## src/rtl/dual_port_ram_reader_pkg.sv

```systemverilog
// -----------------------------------------------------------------------------
// dual_port_ram_reader_pkg
//
// Shared definitions for the dual_port_ram read-side master:
//   state_t        reader FSM states
//   FIFO_DEPTH     depth of the output skid FIFO
//   FIFO_CNT_W     width of the FIFO occupancy count
//   fcnt_t         FIFO occupancy type
//   cnt_w()        width of word counters for a given RAM address width; one
//                  extra bit so a full-depth transfer (2^ADDR_LINE words)
//                  can be represented.
// -----------------------------------------------------------------------------
package dual_port_ram_reader_pkg;

  typedef enum logic [1:0] {
    IDLE   = 2'd0,
    READ   = 2'd1,
    DRAIN  = 2'd2,
    FINISH = 2'd3
  } state_t;

  localparam int FIFO_DEPTH = 2;
  localparam int FIFO_CNT_W = $clog2(FIFO_DEPTH + 1);

  typedef logic [FIFO_CNT_W-1:0] fcnt_t;

  function automatic int cnt_w(input int addr_line);
    return addr_line + 1;
  endfunction

endpackage

```

## src/rtl/dual_port_ram_reader_fifo.sv

```systemverilog
// -----------------------------------------------------------------------------
// reader_skid_fifo
//
// Two-entry register FIFO holding captured RAM words (data plus last tag)
// until the downstream stream interface accepts them.
//
// Ports:
//   clk        rising-edge clock
//   rst        synchronous active-high reset; flushes pointers and count
//   push       write push_data at the tail
//   push_data  WIDTH-bit entry to store
//   pop        remove the head entry (ignored when empty)
//   head       current head entry (meaningful only when !empty)
//   empty      no entries stored
//   count      number of entries stored (0..FIFO_DEPTH)
//
// Simultaneous push and pop is legal whenever the FIFO is non-empty and keeps
// the count unchanged. A push into a full FIFO without a pop is dropped; the
// reader's issue rule never produces one.
// -----------------------------------------------------------------------------
module reader_skid_fifo
  import dual_port_ram_reader_pkg::*;
#(
  parameter int WIDTH = 17
) (
  input  logic             clk,
  input  logic             rst,
  input  logic             push,
  input  logic [WIDTH-1:0] push_data,
  input  logic             pop,
  output logic [WIDTH-1:0] head,
  output logic             empty,
  output fcnt_t            count
);

  localparam int PTR_W = (FIFO_DEPTH > 1) ? $clog2(FIFO_DEPTH) : 1;

  logic [WIDTH-1:0] r_mem [FIFO_DEPTH];
  logic [PTR_W-1:0] r_wr_ptr;
  logic [PTR_W-1:0] r_rd_ptr;
  fcnt_t            r_count;

  logic w_full;
  logic w_push;
  logic w_pop;

  assign w_full = (r_count == fcnt_t'(FIFO_DEPTH));
  assign w_pop  = pop && (r_count != '0);
  // A pop in the same cycle frees the slot being written.
  assign w_push = push && (!w_full || w_pop);

  always_ff @(posedge clk) begin
    if (rst) begin
      r_wr_ptr <= '0;
      r_rd_ptr <= '0;
      r_count  <= '0;
    end else begin
      if (w_push) r_wr_ptr <= r_wr_ptr + 1'b1;
      if (w_pop)  r_rd_ptr <= r_rd_ptr + 1'b1;
      case ({w_push, w_pop})
        2'b10:   r_count <= r_count + 1'b1;
        2'b01:   r_count <= r_count - 1'b1;
        default: r_count <= r_count;
      endcase
    end
  end

  // Storage is data only; validity comes from the count, so no reset needed.
  always_ff @(posedge clk) begin
    if (w_push) r_mem[r_wr_ptr] <= push_data;
  end

  assign head  = r_mem[r_rd_ptr];
  assign empty = (r_count == '0);
  assign count = r_count;

endmodule

```

## src/rtl/dual_port_ram_reader.sv

```systemverilog
// -----------------------------------------------------------------------------
// dual_port_ram_reader
//
// Read-side master for dual_port_ram. Fetches a contiguous block of
// word_cnt words starting at base_addr and streams it out on a valid/ready
// interface, marking the final word with m_last. The RAM's 1-cycle read
// latency is absorbed by a 2-entry skid FIFO; reads are only issued when the
// FIFO is guaranteed room for the returning word, so backpressure never loses
// or duplicates data.
//
// Parameters:
//   RAM_WIDTH  word width (must match the connected RAM)
//   ADDR_LINE  RAM address width; depth is 2^ADDR_LINE
//
// Ports:
//   clk          rising-edge clock
//   rst          synchronous active-high reset; abandons any transfer
//   start        one-cycle request, accepted only in IDLE
//   base_addr    first word address, sampled on an accepted start
//   word_cnt     words to read (0..2^ADDR_LINE), sampled on an accepted start
//   busy         transfer in progress (READ/DRAIN)
//   done         one-cycle completion pulse
//   ram_rd_en    RAM read enable
//   ram_rd_addr  RAM read address
//   ram_rd_data  RAM read data, valid one cycle after ram_rd_en
//   m_valid      stream word valid
//   m_ready      downstream accept
//   m_data       stream word
//   m_last       final word of the operand
//
// Build option:
//   READER_REVERSE_EN  when defined, reads run from base_addr+word_cnt-1 down
//                      to base_addr (most-significant word first) and m_last
//                      marks the base_addr word. Timing is identical.
// -----------------------------------------------------------------------------
module dual_port_ram_reader
  import dual_port_ram_reader_pkg::*;
#(
  parameter int RAM_WIDTH = 16,
  parameter int ADDR_LINE = 8
) (
  input  logic                 clk,
  input  logic                 rst,
  input  logic                 start,
  input  logic [ADDR_LINE-1:0] base_addr,
  input  logic [ADDR_LINE:0]   word_cnt,
  output logic                 busy,
  output logic                 done,
  output logic                 ram_rd_en,
  output logic [ADDR_LINE-1:0] ram_rd_addr,
  input  logic [RAM_WIDTH-1:0] ram_rd_data,
  output logic                 m_valid,
  input  logic                 m_ready,
  output logic [RAM_WIDTH-1:0] m_data,
  output logic                 m_last
);

  localparam int CW = cnt_w(ADDR_LINE);
  localparam int OW = FIFO_CNT_W + 1;

  typedef logic [CW-1:0]        cnt_t;
  typedef logic [OW-1:0]        occ_t;
  typedef logic [ADDR_LINE-1:0] addr_t;

  state_t r_state;
  state_t w_state_nxt;

  cnt_t   r_cnt;
  cnt_t   r_issued;
  addr_t  r_addr;
  logic   r_inflight;
  logic   r_inflight_last;

  addr_t  w_start_addr;
  addr_t  w_next_addr;
  logic   w_accept;
  logic   w_last_issue;
  logic   w_issue;
  logic   w_pop;
  occ_t   w_occ;
  occ_t   w_lim;

  logic               w_fifo_empty;
  fcnt_t              w_fifo_count;
  logic [RAM_WIDTH:0] w_fifo_head;

`ifdef READER_REVERSE_EN
  // Highest word first; for a full-depth transfer the low bits of word_cnt
  // are zero, which lands on base_addr-1 as required.
  assign w_start_addr = base_addr + word_cnt[ADDR_LINE-1:0] - addr_t'(1);
  assign w_next_addr  = r_addr - addr_t'(1);
`else
  assign w_start_addr = base_addr;
  assign w_next_addr  = r_addr + addr_t'(1);
`endif

  assign w_accept     = (r_state == IDLE) && start;
  assign w_pop        = m_valid && m_ready;
  assign w_last_issue = (r_issued == (r_cnt - cnt_t'(1)));

  // Words already owed to the FIFO (stored plus one in flight from the RAM),
  // net of this cycle's pop, must leave room for the word we are about to
  // request: count + inflight - pop < FIFO_DEPTH.
  assign w_occ   = occ_t'(w_fifo_count) + occ_t'(r_inflight);
  assign w_lim   = occ_t'(FIFO_DEPTH) + occ_t'(w_pop);
  assign w_issue = (r_state == READ) && (w_occ < w_lim);

  always_comb begin
    w_state_nxt = r_state;
    case (r_state)
      IDLE: begin
        if (start) w_state_nxt = (word_cnt == '0) ? FINISH : READ;
      end
      READ: begin
        if (w_issue && w_last_issue) w_state_nxt = DRAIN;
      end
      DRAIN: begin
        if (w_pop && w_fifo_head[RAM_WIDTH]) w_state_nxt = FINISH;
      end
      FINISH: begin
        w_state_nxt = IDLE;
      end
      default: begin
        w_state_nxt = IDLE;
      end
    endcase
  end

  always_ff @(posedge clk) begin
    if (rst) begin
      r_state         <= IDLE;
      r_cnt           <= '0;
      r_issued        <= '0;
      r_addr          <= '0;
      r_inflight      <= 1'b0;
      r_inflight_last <= 1'b0;
    end else begin
      r_state         <= w_state_nxt;
      r_inflight      <= w_issue;
      // The last tag rides with the read so it is attached at capture.
      r_inflight_last <= w_issue && w_last_issue;
      if (w_accept) begin
        r_cnt    <= word_cnt;
        r_issued <= '0;
        r_addr   <= w_start_addr;
      end else if (w_issue) begin
        r_issued <= r_issued + cnt_t'(1);
        r_addr   <= w_next_addr;
      end
    end
  end

  // ---- capture stage: RAM data returns one cycle after ram_rd_en ----
  reader_skid_fifo #(
    .WIDTH (RAM_WIDTH + 1)
  ) u_fifo (
    .clk       (clk),
    .rst       (rst),
    .push      (r_inflight),
    .push_data ({r_inflight_last, ram_rd_data}),
    .pop       (w_pop),
    .head      (w_fifo_head),
    .empty     (w_fifo_empty),
    .count     (w_fifo_count)
  );

  // ---- output stage ----
  assign busy        = (r_state == READ) || (r_state == DRAIN);
  assign done        = (r_state == FINISH);
  assign ram_rd_en   = w_issue;
  assign ram_rd_addr = r_addr;
  assign m_valid     = !w_fifo_empty;
  // Gate with valid so the stream reads zero when idle or after reset.
  assign m_data      = w_fifo_empty ? '0 : w_fifo_head[RAM_WIDTH-1:0];
  assign m_last      = !w_fifo_empty && w_fifo_head[RAM_WIDTH];

endmodule
```

## config.mk

```make
export PLATFORM = sky130hd
export DESIGN_NAME = dual_port_ram_reader
export DESIGN_NICKNAME = d
export VERILOG_FILES = /design/src/rtl/dual_port_ram_reader_pkg.sv /design/src/rtl/dual_port_ram_reader_fifo.sv /design/src/rtl/dual_port_ram_reader.sv
export SDC_FILE = /design/constraint.sdc
export NUM_CORES = 1
export LEC_CHECK = 0
export ABC_AREA = 1
export CAP_MARGIN = 20
export CORE_MARGIN = 2
export CORE_UTILIZATION = 55
export DETAILED_ROUTE_END_ITERATION = 6
export PLACE_DENSITY = 0.81
export SKIP_CTS_REPAIR_TIMING = 1
export SLEW_MARGIN = 25
export SYNTH_ARGS = -nofsm -noshare
export SYNTH_HDL_FRONTEND = slang
export SYNTH_SLANG_ARGS = --single-unit
```

## constraint.sdc

```tcl
create_clock -name clk -period 3.67 [get_ports clk]
set_input_delay 0.734 -clock clk [delete_from_list [all_inputs] [get_ports clk]]
set_output_delay 0.734 -clock clk [all_outputs]
set_load 0.02 [all_outputs]
```

==> impl_metrics.env <==
export IMPL_outcome="completed"
export IMPL_critical_path_arrival_ns=2.25
export IMPL_yosysSeqAreaShare_pct=51.8
export IMPL_area_delta_synth_final_pct=28.0
export IMPL_grt_max_degree=30
export IMPL_firstDrtPassIters=4
export IMPL_groute_layer_met3_usage_pct=4.18
export IMPL_crit_family="buffers and inverters"
export IMPL_cap_violations=0
export IMPL_core_sq_um=5890
export IMPL_fin_hold_ws_ns=0.437
export IMPL_synth_simple_area_share_pct=23.1
export IMPL_synth_ff_type="dfxtp_1"
export IMPL_rrSetupSlack_ns=1.45
export IMPL_clockBufferDepth=2
export IMPL_n_fill_cell=461
export IMPL_synth_area_leaders="edfxtp_1, dfxtp_1, nand2_1"
export IMPL_max_stage_delay_ns=0.64
export IMPL_stdcell_count=545
export IMPL_async_reset_ff_share_pct=0
export IMPL_vias=2827
export IMPL_antenna_left=0
export IMPL_start_util_pct=56.5
export IMPL_place_area_sq_um=4070
export IMPL_synthesis_area_sq_um=3320
export IMPL_met1_usage_pct=24.9
export IMPL_grt_pass1_wl_mm=11.4
export IMPL_rows=28
export IMPL_clk_latency_ns=0.34
export IMPL_setup_worst_path_end_class="primary output"
export IMPL_maxSlewHeadroom_pct=63.5
export IMPL_drive_gt1_share_pct=8.51
export IMPL_worstPathCellList="inv_2 > nand2_4 > clkinv_1 > a21oi_1 > clkdlybuf4s50_1"
export IMPL_ys_seq_elements=69
export IMPL_htreeDepth=3
export IMPL_synthAdderAreaFrac_pct=4.14
export IMPL_fmax_ghz=0.335
export IMPL_worst_r2r_cell_count=8
export IMPL_final_max_slew_viol_count=0
export IMPL_numCtsBuffers=9
export IMPL_grt_pass1_vias=2677
export IMPL_worst_path_stages=5
export IMPL_synth_mux_area_share_pct=0
export IMPL_min_path_type="reg -> reg"
export IMPL_cpMaxStageDelayCell="clkdlybuf4s50_1"
export IMPL_fin_setup_tns_ns=0
export IMPL_syn_nets=442
export IMPL_clock_sinks=69
export IMPL_rsz0062_at_grt="no"
export IMPL_synth_most_common_cell="nand2_1"
export IMPL_power_leakage_nw=1.66
export IMPL_crit_required_ns=2.94
export IMPL_synth_edf_count=34
export IMPL_yosysUniqueCellTypes=34
export IMPL_ir_drop_mv=0.489
export IMPL_timing_final_crit_share_pct=81.2
export IMPL_yosysTopAreaCellShare_pct=30.7
export IMPL_syn_inst=394
export IMPL_finish_utilization_pct=72.3
export IMPL_routed_wl_mm=6.98
export IMPL_ios=66
export IMPL_cts_tree="yes"
export IMPL_grtUsageMet2_pct=42.2
export IMPL_synth_compound_area_share_pct=12.8
export IMPL_netlist_top_cells_count="nand2_1, a21oi_1, nor2_1"
export IMPL_grt_antenna_before_repair=0
export IMPL_synth_top_family_by_area="simple AND/OR/NAND/NOR gates"
export IMPL_clock_skew_final_ns=0.00684
export IMPL_syn_avg_cell_area_sq_um=8.44
export IMPL_critPathKind="reg -> out"
export IMPL_placed_cells=529
export IMPL_synth_xor_area_share_pct=2.37
export IMPL_critPathLaunchType="register"
export IMPL_ys_warn_count=0
export IMPL_p_per_area_nw_per_um2=711
export IMPL_multiInputGateArea_sq_um=1410
export IMPL_crit_fanout=17
export IMPL_reg2reg_to="r_issued[2]$_SDFFE_PP0P_"
export IMPL_clk_pin_slew_worst_paths_ns=0.07
export IMPL_yosysTopAreaCell="edfxtp_1"
export IMPL_setup_viol=0
export IMPL_dp_hpwl_mm=5.19
export IMPL_nets=513
export IMPL_design_area_sq_um=4260
export IMPL_crit_end="m_data[10]"
export IMPL_seqCellArea_sq_um=1720
export IMPL_drtIter0Drc=109
export IMPL_dieArea_sq_um=6680
export IMPL_hold_violations=0
export IMPL_drc_errors=0
export IMPL_overflow=0
export IMPL_cts_root_buf="clkbuf_8"
export IMPL_tightest_slew_ns=0.547
export IMPL_io_buffers=65
export IMPL_r2r_start="r_state[0]$_SDFFE_PP0P_"
export IMPL_grt_busiest_layer="met2"
export IMPL_wl_per_cell_um=12.8
export IMPL_period_needed_ns=2.98
export IMPL_die_h_um=81.7
export IMPL_viasPerCell=5.19
export IMPL_place_congestion=0.832
export IMPL_cp_startpoint="u_fifo.count[0]$_SDFFE_PP0P_"
export IMPL_diodes=0
export IMPL_grtUsageTotal_pct=22.6
export IMPL_path_buf_inv=3
export IMPL_chipWidth_um=81.7
## worst min-delay path by stage
| stage | startpoint | to | slack, ns | depth (start not counted) |
|---|---|---|---|---|
| 2_1_floorplan | r_inflight_last$_SDFF_PP0_ | u_fifo.r_mem[0][16]$_DFFE_PP_ | 0.40 | 0 |
| 3_3_place_gp | r_inflight_last$_SDFF_PP0_ | u_fifo.r_mem[0][16]$_DFFE_PP_ | 0.41 | 0 |
| 3_5_place_dp | r_inflight_last$_SDFF_PP0_ | u_fifo.r_mem[0][16]$_DFFE_PP_ | 0.42 | 0 |
| 4_1_cts | r_inflight_last$_SDFF_PP0_ | u_fifo.r_mem[1][16]$_DFFE_PP_ | 0.44 | 0 |
| 5_1_grt | r_inflight_last$_SDFF_PP0_ | u_fifo.r_mem[0][16]$_DFFE_PP_ | 0.46 | 0 |
| 6_report | r_inflight_last$_SDFF_PP0_ | u_fifo.r_mem[1][16]$_DFFE_PP_ | 0.44 | 0 |
## flip-flops by register name, indices dropped and copies added, names as in the netlist, named ones only
register and count:
r_cnt 9, r_inflight 1, r_inflight_last 1, r_issued 9, r_state 2, ram_rd_addr 8, u_fifo.count 2, u_fifo.r_mem 34
u_fifo.r_rd_ptr 1, u_fifo.r_wr_ptr 1
## per-layer routing
| metal | wire (um) | up-vias |
|---|---|---|
| met1 | 2910 | 1293 |
| met3 | 426 | 6 |
| met4 | 62 | 0 |
| met2 | 3580 | 73 |
| met5 | 0 | - |
| li1 | - | 1455 |
## worst register-to-register path, cell delays in order (launching register included)
cell	delay (ns)
dfxtp_1	0.40
inv_1	0.10
ha_1	0.21
nand2_1	0.07
buf_4	0.26
clkinv_1	0.32
nor2_1	0.42
inv_1	0.17
nor3b_1	0.20
## metrics by stage
| step | power, mW | setup WS [ns] |
|---|---|---|
| 6_report | 3.03 | 0.689 |
| 5_1_grt | 3.25 | 0.548 |
| 4_1_cts | 3.05 | 0.666 |
| 3_5_place_dp | 2.45 | 0.759 |
| 3_3_place_gp | 2.41 | 0.758 |
| 2_1_floorplan | 1.96 | 1.55 |
## power by group
part	internal (mW)	total [mW]	switching (mW)	leakage, nW
Sequential	0.951	1.06	0.112	0.597
Clock	0.310	0.593	0.284	0.100
Combinational	0.562	1.37	0.808	0.958
Total	1.82	3.03	1.20	1.66
## cell families after synthesis
group | after synthesis
simple gates | 174
fa+ha+maj | 11
compound gates | 80
xor+xnor | 9
flops | 69
buf+inv | 51
## cell usage in the layout, fill, tap and decap left out, types with 2 or more instances in the layout
master,n
a21oi_1,44
a31oi_1,4
buf_4,5
clkbuf_8,9
clkdlybuf4s50_1,65
clkinv_1,3
clkinv_2,3
clkinv_4,2
dfxtp_1,35
edfxtp_1,34
ha_1,11
inv_1,34
inv_2,5
nand2_1,93
nand2_2,3
nand3_1,20
nand3_4,2
nor2_1,39
nor2_2,4
nor3_1,2
nor4_1,2
o21ai_0,28
or2_2,2
xnor2_1,6
xor2_1,3
## layout make-up
type | count | share of cell area, %
clock inverter | 7 | 1.56
timing repair buffer | 70 | 16.2
tap | 75 | 2.20
sequential | 69 | 40.4
inverter | 41 | 3.62
multi-input combinational | 274 | 33.1
clock buffer | 9 | 2.91
Note: power is estimated with default switching activity, not from simulation.
